`src/rtl/histogram_frame_scheduler_pkg.sv`:
```
`default_nettype none
// ============================================================================
// Module   : histogram_frame_scheduler_pkg
// Brief    : Shared state encodings, default widths and helpers for the
//            histogram frame scheduler.
// Revision : 1.0 - initial release
// ============================================================================
package histogram_frame_scheduler_pkg;

  localparam int c_frame_id_w = 16;
  localparam int c_drop_cnt_w = 8;

  typedef enum logic [2:0] {
    ST_IDLE      = 3'd0,
    ST_WAIT_FSIN = 3'd1,
    ST_CLEAR     = 3'd2,
    ST_ARMED     = 3'd3,
    ST_CAPTURE   = 3'd4,
    ST_READOUT   = 3'd5
  } sched_state_t;

  // A frame is "in flight" from the clear phase until readout completes.
  function automatic logic is_busy_state(input sched_state_t s);
    return (s != ST_IDLE) && (s != ST_WAIT_FSIN);
  endfunction

  function automatic logic is_acc_state(input sched_state_t s);
    return (s == ST_ARMED) || (s == ST_CAPTURE);
  endfunction

endpackage
`default_nettype wire

```
`src/rtl/histogram_frame_scheduler_sync_edge_detect.sv`:
```
`default_nettype none
// ============================================================================
// Module   : sync_edge_detect
// Brief    : Two-flop synchronizer for an asynchronous strobe followed by a
//            registered one-cycle rising-edge pulse.
// Revision : 1.0 - initial release
// ============================================================================
module sync_edge_detect (
  input  logic clk,
  input  logic reset,
  input  logic async_in,
  output logic rise_pulse
);

  logic r_meta;
  logic r_sync;
  logic r_prev;
  logic r_rise;

  // Pulse is registered so the async edge reaches rise_pulse after three edges.
  always_ff @(posedge clk or posedge reset) begin
    if (reset) begin
      r_meta <= 1'b0;
      r_sync <= 1'b0;
      r_prev <= 1'b0;
      r_rise <= 1'b0;
    end else begin
      r_meta <= async_in;
      r_sync <= r_meta;
      r_prev <= r_sync;
      r_rise <= r_sync & ~r_prev;
    end
  end

  assign rise_pulse = r_rise;

endmodule
`default_nettype wire

```
`src/rtl/histogram_frame_scheduler.sv`:
```
`default_nettype none
// ============================================================================
// Module   : histogram_frame_scheduler
// Brief    : Frame-level sequencer: fsin sync, camera start, bin clear,
//            accumulate gating, readout hand-off and drop/timeout tracking.
// Revision : 1.0 - initial release
// ============================================================================
module histogram_frame_scheduler
  import histogram_frame_scheduler_pkg::*;
#(
  parameter int CLEAR_CYCLES   = 1024,
  parameter int TIMEOUT_CYCLES = 2_000_000,
  parameter int FRAME_ID_W     = c_frame_id_w,
  parameter int DROP_CNT_W     = c_drop_cnt_w
) (
  input  logic                  clk,
  input  logic                  reset,
  input  logic                  run,
  input  logic                  fsin,
  input  logic                  frame_valid,
  input  logic                  line_valid,
  input  logic                  readout_done,
  input  logic                  clr_err,
  output logic                  cam_en,
  output logic                  hist_clear,
  output logic                  hist_acc_en,
  output logic                  readout_start,
  output logic [FRAME_ID_W-1:0] frame_id,
  output logic [DROP_CNT_W-1:0] drop_cnt,
  output logic                  err_timeout,
  output logic                  err_overlap,
  output logic                  busy
);

  localparam int c_clr_w = (CLEAR_CYCLES > 1) ? $clog2(CLEAR_CYCLES) : 1;
  localparam int c_to_w  = $clog2(TIMEOUT_CYCLES + 1);
  localparam logic [c_clr_w-1:0] c_clr_load = c_clr_w'(CLEAR_CYCLES - 1);
  localparam logic [c_to_w-1:0]  c_to_last  = c_to_w'(TIMEOUT_CYCLES - 1);

  sched_state_t          r_state;
  sched_state_t          w_next_state;
  logic [c_clr_w-1:0]    r_clr_cnt;
  logic [c_to_w-1:0]     r_to_cnt;
  logic                  r_fv_d;
  logic                  r_cam_en;
  logic                  r_hist_clear;
  logic                  r_readout_start;
  logic                  r_busy;
  logic [FRAME_ID_W-1:0] r_frame_id;
  logic [DROP_CNT_W-1:0] r_drop_cnt;
  logic                  r_err_timeout;
  logic                  r_err_overlap;

  logic                  w_fsin_rise;
  logic                  w_fv_rise;
  logic                  w_start;
  logic                  w_overlap;
  logic                  w_timeout;
  logic                  w_frame_done;
  logic                  w_fsin_drop;
  logic [1:0]            w_drop_inc;
  logic [DROP_CNT_W-1:0] w_drop_base;
  logic [DROP_CNT_W:0]   w_drop_sum;
  logic [DROP_CNT_W-1:0] w_drop_next;

  sync_edge_detect u_fsin_sync (
    .clk        (clk),
    .reset      (reset),
    .async_in   (fsin),
    .rise_pulse (w_fsin_rise)
  );

  assign w_fv_rise = frame_valid & ~r_fv_d;

  always_comb begin
    w_next_state = r_state;
    w_start      = 1'b0;
    w_overlap    = 1'b0;
    w_timeout    = 1'b0;
    w_frame_done = 1'b0;
    case (r_state)
      ST_IDLE: begin
        if (run) w_next_state = ST_WAIT_FSIN;
      end
      ST_WAIT_FSIN: begin
        if (!run) begin
          w_next_state = ST_IDLE;
        end else if (w_fsin_rise) begin
          w_start      = 1'b1;
          w_next_state = ST_CLEAR;
        end
      end
      ST_CLEAR: begin
        // A frame starting before the bins are clean is abandoned outright.
        if (w_fv_rise) begin
          w_overlap    = 1'b1;
          w_next_state = ST_WAIT_FSIN;
        end else if (r_clr_cnt == '0) begin
          w_next_state = ST_ARMED;
        end
      end
      ST_ARMED: begin
        if (frame_valid) begin
          w_next_state = ST_CAPTURE;
        end else if (r_to_cnt == c_to_last) begin
          w_timeout    = 1'b1;
          w_next_state = ST_WAIT_FSIN;
        end
      end
      ST_CAPTURE: begin
        if (!frame_valid) begin
          w_frame_done = 1'b1;
          w_next_state = ST_READOUT;
        end
      end
      ST_READOUT: begin
        if (readout_done) w_next_state = run ? ST_WAIT_FSIN : ST_IDLE;
      end
      default: begin
        w_next_state = ST_IDLE;
      end
    endcase
  end

  // Syncs landing while a frame is in flight are counted, never serviced.
  assign w_fsin_drop = w_fsin_rise & is_busy_state(r_state);
  assign w_drop_inc  = {1'b0, w_overlap} + {1'b0, w_fsin_drop};
  assign w_drop_base = clr_err ? '0 : r_drop_cnt;
  assign w_drop_sum  = {1'b0, w_drop_base} + {{(DROP_CNT_W-1){1'b0}}, w_drop_inc};
  assign w_drop_next = w_drop_sum[DROP_CNT_W] ? '1 : w_drop_sum[DROP_CNT_W-1:0];

  always_ff @(posedge clk or posedge reset) begin
    if (reset) begin
      r_state         <= ST_IDLE;
      r_clr_cnt       <= '0;
      r_to_cnt        <= '0;
      r_fv_d          <= 1'b0;
      r_cam_en        <= 1'b0;
      r_hist_clear    <= 1'b0;
      r_readout_start <= 1'b0;
      r_busy          <= 1'b0;
      r_frame_id      <= '0;
      r_drop_cnt      <= '0;
      r_err_timeout   <= 1'b0;
      r_err_overlap   <= 1'b0;
    end else begin
      r_state         <= w_next_state;
      r_fv_d          <= frame_valid;
      r_cam_en        <= w_start;
      r_hist_clear    <= (w_next_state == ST_CLEAR);
      r_readout_start <= w_frame_done;
      r_busy          <= is_busy_state(w_next_state);
      r_drop_cnt      <= w_drop_next;

      if (w_start) begin
        r_clr_cnt <= c_clr_load;
      end else if ((r_state == ST_CLEAR) && (r_clr_cnt != '0)) begin
        r_clr_cnt <= r_clr_cnt - 1'b1;
      end

      if (r_state == ST_ARMED) begin
        r_to_cnt <= r_to_cnt + 1'b1;
      end else begin
        r_to_cnt <= '0;
      end

      if (w_frame_done) r_frame_id <= r_frame_id + 1'b1;

      // New errors take priority over a same-cycle clear request.
      if (w_timeout) begin
        r_err_timeout <= 1'b1;
      end else if (clr_err) begin
        r_err_timeout <= 1'b0;
      end

      if (w_overlap) begin
        r_err_overlap <= 1'b1;
      end else if (clr_err) begin
        r_err_overlap <= 1'b0;
      end
    end
  end

  assign hist_acc_en   = is_acc_state(r_state) & frame_valid & line_valid;
  assign cam_en        = r_cam_en;
  assign hist_clear    = r_hist_clear;
  assign readout_start = r_readout_start;
  assign busy          = r_busy;
  assign frame_id      = r_frame_id;
  assign drop_cnt      = r_drop_cnt;
  assign err_timeout   = r_err_timeout;
  assign err_overlap   = r_err_overlap;

endmodule
`default_nettype wire
```
`config.mk`:
```
export PLATFORM = sky130hd
export DESIGN_NAME = histogram_frame_scheduler
export DESIGN_NICKNAME = d
export VERILOG_FILES = /design/src/rtl/histogram_frame_scheduler_pkg.sv /design/src/rtl/histogram_frame_scheduler_sync_edge_detect.sv /design/src/rtl/histogram_frame_scheduler.sv
export SDC_FILE = /design/constraint.sdc
export NUM_CORES = 1
export LEC_CHECK = 0
export ABC_AREA = 0
export CAP_MARGIN = 20
export CORE_MARGIN = 8
export CORE_UTILIZATION = 60
export DETAILED_ROUTE_END_ITERATION = 7
export GPL_TIMING_DRIVEN = 0
export PLACE_DENSITY = 0.86
export SLEW_MARGIN = 25
export SYNTH_ARGS = -nofsm -noshare
export SYNTH_HDL_FRONTEND = slang
export SYNTH_HIERARCHICAL = 1
export SYNTH_SLANG_ARGS = --single-unit
```
`constraint.sdc`:
```
create_clock -name clk -period 5.6 [get_ports clk]
set_clock_uncertainty 0.1 [all_clocks]
set_input_delay 1.12 -clock clk [delete_from_list [all_inputs] [get_ports clk]]
set_output_delay 1.12 -clock clk [all_outputs]
set_load 0.01 [all_outputs]
```
After elaboration in Yosys (flattened, before gate mapping)
Cells that the tools add are included.

storage, ports and cells
  register bits = 69
  bits of input ports = 8
  output and inout bits = 31
  word-level logic and storage cells = 78

cells by class
  add/subtract/negate cells = 5
  equal/unequal tests = 9
  mux-type cells = 29
  bitwise gates (word level) = 7
  reduce and logical (&&, ||, !) cells = 12

operator list
  cell                   number
  $mux 3                 9
  $add 21x1->21 const B  1
  $eq 21x21->1 const B   1
  $mux 21                1
  $mux 10                2
  $pmux 3 s6             1
  $add 16x1->16 const B  1
  $mux 8                 2
  $mux 1                 14
  $logic_not 10->1       1
  $reduce_bool 10->1     1
  $sub 10x1->10 const B  1
  $add 8x2->9            1
  $eq 3x2->1 const B     3
  $eq 3x3->1 const B     2
  $ne 3x1->1 const B     2
  $reduce_bool 2->1      3
  $reduce_bool 3->1      2
  $and 1x1->1            5
  $eq 3x1->1 const B     1
  $logic_and 1x1->1      3
  $logic_not 3->1        1
  $add 1x1->2            1
  $not 1->1              2
  $logic_or 1x1->1       1

Logic depth before layout (Yosys ltp)
  depth after elaboration = 7
  depth in mapped cells = 8
  mapped depth without buffers = 8

Modules after synthesis
The synthesis kept the hierarchy.

modules (own cells, without submodules)
  module                     instances  cells each  area each (um2)  sequential area each (um2)
  histogram_frame_scheduler  1          316         3,185.6          1,626.6
  sync_edge_detect           1          6           117.6            100.1

Worst setup path before layout
Ideal clock, no wire load.

  path type = input to register
  start = input frame_valid
  end = register r_drop_cnt[3] (netlist: drop_cnt[3])
  library setup time = 0.083 ns
  arrival time = 2.869 ns
  data required time = 5.417 ns
  path slack = 2.548 ns
  stages = 8
  path buffers = 0
  cell sequence = inv_1 > or3_1 > fa_1 > inv_1 > ha_1 > nand3_1 > or3_1 > o21ai_0

between the ends
  word-level cells in the longest chain between the ends = 6

ends and longest elaborated chain
  what                      line                              RTL
  from (decl)               histogram_frame_scheduler.sv:20   input logic frame_valid,
  $and 1x1->1               histogram_frame_scheduler.sv:73   assign w_fv_rise = frame_valid & ~r_fv_d;
  $mux 1                    histogram_frame_scheduler.sv:95   if (w_fv_rise) begin
  $mux 1                    histogram_frame_scheduler.sv:81   case (r_state)
  $add 1x1->2               histogram_frame_scheduler.sv:127  assign w_drop_inc = {1'b0, w_overlap} + {1'b0, w_fsin_drop};
  $add 8x2->9               histogram_frame_scheduler.sv:129  assign w_drop_sum = {1'b0, w_drop_base} + {{(DROP_CNT_W-1){1'b0}}, w_drop_inc};
  $mux 8                    histogram_frame_scheduler.sv:130  assign w_drop_next = w_drop_sum[DROP_CNT_W] ? '1 : w_drop_sum[DROP_CNT_W-1:0];
  named net w_drop_next[3]  histogram_frame_scheduler.sv:64   logic [DROP_CNT_W-1:0] w_drop_next;
  to (signal assigned)      histogram_frame_scheduler.sv:153  r_drop_cnt <= w_drop_next;
  to (decl)                 histogram_frame_scheduler.sv:50   logic [DROP_CNT_W-1:0] r_drop_cnt;

The timed path passes the listed nets, and every way through them passes these cells.
A chain may end at the register's enable or synchronous reset.

Final worst setup path
  start = input frame_valid
  end = register r_drop_cnt[4] (netlist: drop_cnt[4])

Same word-level chain as after synthesis.

==> run summary <==
TIMING
--------------------------------------------------------------------------------
Peak clock frequency supported by timing ..........................    0.266 GHz
Measured slew at the worst slew-check pin .........................     0.943 ns
Number of endpoints failing setup at the final stage ..............            0
Min cycle time layout .............................................      3.76 ns
Count of final hold-check violations ..............................            0
Final hold slack ..................................................     0.268 ns
Fin. max-slew vios ................................................            0
Unrepaired setup endpoints after global routing ...................           no
Worst slew margin relative to its limit ...........................        36.5%
Setup tns final ...................................................         0 ns
Crit share post-route .............................................        67.2%

SYNTHESIS
--------------------------------------------------------------------------------
Number of synthesized flops with an enable pin ....................            0
Yosys synthesis warning count .....................................            6
Cell types with the largest area share after synthesis ............ dfrtp_1 (52%), xnor2_1 (5.6%), nand3_1 (3.5%), nand2_1 (3.3%), o21ai_0 (2.9%)
Syn Std Cell Area .................................................  0.00330 mm2
Part of the Yosys area used for sequential elements ...............        52.3%
Flop and latch count out of synthesis .............................           69
Fraction of registers with async set or reset after synthesis .....         100%
Net count after synthesis .........................................          335
Gate count of the mapped netlist ..................................          322
Post-synthesis cell type with the largest combined area ...........      dfrtp_1
Unique masters post-synth .........................................           48
Fraction of post-synthesis cell area in the top cell type by area .        52.3%
Post-Syn Area per Cell ............................................     10.3 um2
Post-synth top flop ...............................................      dfrtp_1

WORST SETUP PATH
--------------------------------------------------------------------------------
Maximum fanout count along the critical path ......................            7
Slowest-stage cell, CP ............................................ clkdlybuf4s50_1
Data arrival time of the worst path ...............................      3.91 ns
Startpoint kind of the worst setup timing path ....................    input pin
FF-to-FF setup slack ..............................................      2.50 ns
Crit. End Element .................................................     register
Cells on worst reg2reg path .......................................            8
Setup CP Type .....................................................    in -> reg
Delay of the slowest cell on the worst path .......................      0.64 ns
Series of cell instances along the critical path .................. clkdlybuf4s50_1, inv_1, or3_1, fa_1, inv_1, ha_1, nand3_1, or3_1, o21ai_0
Worst path required time ..........................................      5.75 ns

PLACEMENT
--------------------------------------------------------------------------------
Final weighted congestion of routability-driven global placement ..        0.861
Total instance count after detailed placement .....................          433
Final HPWL DP .....................................................      4.92 mm
Port bufs .........................................................           38

ROUTE
--------------------------------------------------------------------------------
Iter 0 DRT Violations .............................................           93
Overall via count from detail_route ...............................         2546
Total Routed Length ...............................................      6.85 mm
First-pass iteration count of the detailed router .................            4
Via/cell ratio ....................................................         5.70
Routed wire length per instance ...................................      15.3 um
Post-detailed-route DRC marker count ..............................            0
Antenna Violating Nets Remaining ..................................            0

CTS
--------------------------------------------------------------------------------
Cells resized by post-CTS repair ..................................            0
Sink Count ........................................................           69
Clock H-tree levels ...............................................            3
Clock-pin transition on the worst setup and hold timing paths .....      0.07 ns
Post-CTS Hold Buffers .............................................            0
Clock buffer depth ................................................            2
TritonCTS Buffers .................................................            9
Buffers inserted during post-CTS setup optimization ...............            0
Clock latency at the later pin of the worst-skew pair .............      0.34 ns
CTS root buf ......................................................     clkbuf_8
Clock tree from TritonCTS .........................................         done

MIN PATH
--------------------------------------------------------------------------------
Worst Hold Path Cells .............................................            0
Worst Hold Class ..................................................   reg -> reg

CELLS AND AREA
--------------------------------------------------------------------------------
Area growth syn-to-layout .........................................        20.6%
Final net count ...................................................          385
Layout Utilization ................................................        73.7%
Share of layout cells above drive strength 1 ......................        8.00%
Inserted Diodes ...................................................            0
Post-layout instance count excluding filler cells .................          447

GLOBAL ROUTING
--------------------------------------------------------------------------------
Maximum number of pins on one net before global-route repair ......           48
Residual overflow from global routing .............................            0
All-layer global routing usage ....................................        17.7%
Antenna violations before repair ..................................            0
Global-route wire length before repair ............................      11.9 mm
Via count of the first global-routing pass ........................         2560

PWR
--------------------------------------------------------------------------------
Sum of internal, switching and leakage power ......................    0.00129 W
Largest voltage drop on the vdd net ...............................   0.000186 V
Lkg Pwr ...........................................................      1.71 nW
Total power per unit cell area ....................................   323 mW/mm2

DIE
--------------------------------------------------------------------------------
Total core area ...................................................  0.00541 mm2
Chip height .......................................................      90.2 um
Overall die width .................................................      90.2 um
Initial Util ......................................................        61.1%
Floorplan die area ................................................  0.00814 mm2
I/O pin count .....................................................           39
Num rows ..........................................................           27

RUN
--------------------------------------------------------------------------------
Number of violations of the max-capacitance limit .................            0

STATUS
--------------------------------------------------------------------------------
Outcome ........................................................... finished, final reports clean

## final cells by class
cell class | count | area, um2
fillers | 379 | 1420
plain buffers | 8 | 40.0
multi-input cells | 227 | 1470
clock buffers | 12 | 145
inverters | 18 | 70.1
well taps | 72 | 90.1
repair buffers | 39 | 408
flip-flops and latches | 69 | 1730
clock inverters | 2 | 35.0
## final timing paths
path                                    start                endpoint
max in group asynchronous               reset            r_clr_cnt[2]
min in group asynchronous               reset  u_fsin_sync/rise_pulse
setup / recovery                  frame_valid             drop_cnt[4]
hold reg to reg            u_fsin_sync/r_meta      u_fsin_sync/r_sync
hold / removal             u_fsin_sync/r_meta      u_fsin_sync/r_sync
setup reg to reg                   r_state[2]             drop_cnt[4]
## cells by family (layout without fill, tap and decap cells)
kind of cell               Yosys count  in the layout  synth area share (%)
and+or+nand+nor                    142            142                  25.0
DFF                                 69             69                  52.3
AOI/OAI and AO/OA                   50             50                  9.32
xor gates and xnor gates            29             29                  7.69
buffers and inverters               26             79                  3.26
adders and majority gates            5              5                  2.12
muxes                                1              1                 0.303
## cell usage in the layout, fill, tap and decap left out, types with 8 or more instances in the layout
cell	instances
a21oi_1	14
and3_1	9
clkbuf_8	10
clkdlybuf4s50_1	38
dfrtp_1	69
inv_1	17
nand2_1	29
nand3_1	23
nor2_1	18
nor3_1	10
o21ai_0	19
xnor2_1	21
xor2_1	8
## registers in the layout (all words and copies together), names as in the netlist
signal                  cells
readout_start               1
r_state                     3
err_overlap                 1
r_to_cnt                   21
frame_id                   16
drop_cnt                    8
hist_clear                  1
u_fsin_sync/rise_pulse      1
u_fsin_sync/r_sync          1
cam_en                      1
u_fsin_sync/r_prev          1
err_timeout                 1
busy                        1
u_fsin_sync/r_meta          1
r_fv_d                      1
r_clr_cnt                  10
## routing by layer
metal  up-vias  routed length [um]  share of wire (%)  global-route usage, %
met5         -                   0                  0                      0
met4         0                  25               0.37                   4.16
met2        53                3490                 51                   29.8
li1       1246                   -                  -                      -
met3         4                 337                4.9                   6.90
met1      1243                2990                 44                   20.6
## worst max-delay path: cells and delay by family
kind / cells / cell delay, ns
simple gates: 3 / 1.08
buf+inv: 3 / 0.87
fa+ha+maj: 2 / 0.69
compound gates: 1 / 0.14
## through the flow
step           setup slack (ns)  instance area (um2)
3_5_place_dp               1.51                 3800
6_report                   1.84                 3980
4_1_cts                    1.86                 3980
5_1_grt                    1.68                 3980
2_1_floorplan              2.55                 3300
3_3_place_gp               1.63                 3770
## Yosys cell counts (all sizes together) (7+ instances only)
library cell / number
nand3: 23
o21ai: 19
and3: 9
nor3: 10
nand4: 7
xor2: 8
inv: 18
xnor2: 21
nor2: 18
nand2: 29
or3: 8
dfrtp: 69
a21oi: 14
## report_power, final
| part | switching [W] | internal (W) | total, W |
|---|---|---|---|
| logic | 0.000162 | 0.000132 | 0.000294 |
| clock network | 0.000171 | 0.000213 | 0.000384 |
| registers | 0.0000526 | 0.000554 | 0.000607 |
(Power assumes the default switching activity.)
==> RTL edit, RTL diff (same flow settings) <==
Encoding of `sched_state_t`: now one-hot (6 bits for 6 states).
--- a/src/rtl/histogram_frame_scheduler_pkg.sv
+++ b/src/rtl/histogram_frame_scheduler_pkg.sv
@@ -11,11 +11,11 @@
   localparam int c_drop_cnt_w = 8;
 
-  typedef enum logic [2:0] {
-    ST_IDLE      = 3'd0,
-    ST_WAIT_FSIN = 3'd1,
-    ST_CLEAR     = 3'd2,
-    ST_ARMED     = 3'd3,
-    ST_CAPTURE   = 3'd4,
-    ST_READOUT   = 3'd5
+  typedef enum logic [5:0] {
+    ST_IDLE      = 6'b000001,
+    ST_WAIT_FSIN = 6'b000010,
+    ST_CLEAR     = 6'b000100,
+    ST_ARMED     = 6'b001000,
+    ST_CAPTURE   = 6'b010000,
+    ST_READOUT   = 6'b100000
   } sched_state_t;
 
Function: same outputs for any inputs over 10 cycles, from zero or initial values and one cycle with reset high; not proved beyond that.
==> RTL edit against the unedited design <==
Synthesized area up 4.1%; setup slack worse by 0.17 ns; count of clock-buffer cells in the layout down 2; worst hold slack worse by 0.015 ns; wire length up 6.5%; cell area up 4.4%; sequential cell count up 3; first-iteration DRC count up 65%; critical path type is now input pin to output pin; highest routed layer unchanged.
Power is not compared: it rests on default switching activity, and its combinational part moved more than twofold at a synthesized area within 25%.
==> RTL edit: results (changes against the unedited design) <==
INFO  metric place_worst_setup_slack = 1.367 ns (-0.1461 ns)
INFO  metric cts_buffer_depth = 2 (unchanged)
INFO  metric fin_nets = 398 (+3.4%)
INFO  metric first_global_vias = 2,610 (+2.0%)
INFO  metric flip_flop_count_of_the_largest_register_after_layout = 21 (unchanged)
INFO  metric gp_congestion = 0.8540 (-0.76%)
INFO  metric worst-r2r-setup-slack = 2.11 ns (-0.39 ns)
INFO  metric critPathArrivalTime = 2.71 ns (-1.20 ns)
INFO  metric synth.yosys.seq_area_share = 52.46% (+0.18 points)
INFO  metric crit_family = buffers and inverters
INFO  metric dpl.cell_count = 446 (+3.0%)
INFO  metric critical_path_peak_fanout = 5 (-2)
INFO  metric vdd_ir_drop_max = around 0.19 mV
INFO  metric timing.hold.worst.class = flip-flop to flip-flop
INFO  metric postSynthNetCount = 348 (+3.9%)
INFO  metric r2r_cells = 9 (+1)
INFO  metric routed_wire_length_per_instance = 15.79 um (+3.1%)
INFO  metric path_clk_slew = roughly 0.080 ns
INFO  metric grt.total_usage = 18.07% (+0.39 points)
INFO  metric layoutNonFillerInstCount = 462 (+3.4%)
INFO  metric synth_top_cells_by_count = sky130_fd_sc_hd__dfrtp_1, sky130_fd_sc_hd__nand2_1, sky130_fd_sc_hd__nor2_1
INFO  metric detail_route.iter0.violations = 153 (+65%)
INFO  metric critical_path.max_stage_delay = 0.58 ns (-0.06 ns)
INFO  metric place_area = 3930 sq um (+3.3%)
INFO  metric tritoncts.num_buffers = 9 (unchanged)
INFO  metric reg2reg_to = drop_cnt[5]$_DFF_PP0_
INFO  metric detailed_place_hpwl = 5.118 mm (+4.0%)
INFO  metric worst_pin_slew = 0.6074 ns (-0.3359 ns)
INFO  metric syn_inst = 335 (+4.0%)
INFO  metric grt_start_max_net_pins = 45 (-6.3%)
INFO  metric drive_gt1_share = 7.949% (-0.051 points)
INFO  metric regToRegStartpoint = r_state[1]$_DFF_PP0_
INFO  metric leading_cell_types_by_total_area_after_synthesis = sky130_fd_sc_hd__dfrtp_1, sky130_fd_sc_hd__xor2_1, sky130_fd_sc_hd__nand2_1
INFO  metric outcome = complete, no violations
INFO  metric avgViaCountPerCell = 5.680 (-0.28%)
[RTL edit: cell types whose count changed after synthesis, sizes merged, moves of 3 or more]
cell	delta
a31oi	-5
a21oi	-7
nor2	+9
nand2	+16
nand3	+3
nor3	-4
and2b	+3
xor2	+15
nand4	+5
inv	-3
[RTL edit: logic make-up after synthesis]
kind of cell / count (synthesis) / share of synthesized area (%)
flops: 72 / 52.46
buf+inv: 19 / 2.184
simple gates: 162 / 26.47
compound gates: 35 / 6.152
xor+xnor: 42 / 10.70
fa+ha+maj: 5 / 2.039
[RTL edit: routing by layer]
| layer | routed length [um] | vias to the layer above | GRT usage, % |
|---|---|---|---|
| met5 | 0 | - | 0 |
| met4 | 116 | 0 | 8.868 |
| met3 | 317 | 11 | 4.238 |
| met2 | 3594 | 61 | 29.05 |
| met1 | 3265 | 1283 | 22.39 |
| li1 | - | 1269 | - |
[RTL edit: cell type report]
| class | count | area [sq um] |
|---|---|---|
| sequential | 72 | 1803 |
| multi-input combinational | 244 | 1559 |
| fill | 361 | 1346 |
| timing repair buffer | 39 | 400.4 |
| clock buffer | 10 | 137.6 |
| clock inverter | 6 | 92.59 |
| tap | 72 | 90.09 |
| inverter | 15 | 58.81 |
| buffer | 4 | 18.77 |
[RTL edit: how the worst max path moves through the flow]
stage / startpoint / to / slack [ns]
final: frame_valid / hist_acc_en / 1.67
after global routing: frame_valid / hist_acc_en / 1.54
after global placement: frame_valid / drop_cnt[5]$_DFF_PP0_ / 1.40
after floorplan: frame_valid / drop_cnt[3]$_DFF_PP0_ / 2.28
after detailed placement: frame_valid / drop_cnt[3]$_DFF_PP0_ / 1.37
after CTS: frame_valid / hist_acc_en / 1.65
[RTL edit: per-stage QoR]
step	total power [mW]	hold WS, ns
after floorplan	0.6505	0.2312
after global placement	0.6871	0.2339
after detailed placement	0.6941	0.2365
after CTS	1.156	0.2545
after global routing	1.201	0.2587
final	1.151	0.2535
[RTL edit: where the power goes]
| group | switching, mW | total [mW] | internal [mW] |
|---|---|---|---|
| Sequential | 0.0238 | 0.566 | 0.542 |
| Combinational | 0.0630 | 0.122 | 0.0585 |
| Clock | 0.199 | 0.463 | 0.264 |
[RTL edit: worst register-to-register path, cell delays in order (launching register included)]
cell                      delay (ns)
sky130_fd_sc_hd__dfrtp_1        0.47
sky130_fd_sc_hd__or3b_2         0.57
sky130_fd_sc_hd__or3_1          0.48
sky130_fd_sc_hd__fa_1           0.48
sky130_fd_sc_hd__inv_1          0.09
sky130_fd_sc_hd__ha_1           0.22
sky130_fd_sc_hd__nand2_1        0.06
sky130_fd_sc_hd__or3_1          0.37
sky130_fd_sc_hd__or3_1          0.46
sky130_fd_sc_hd__o21ai_0        0.11
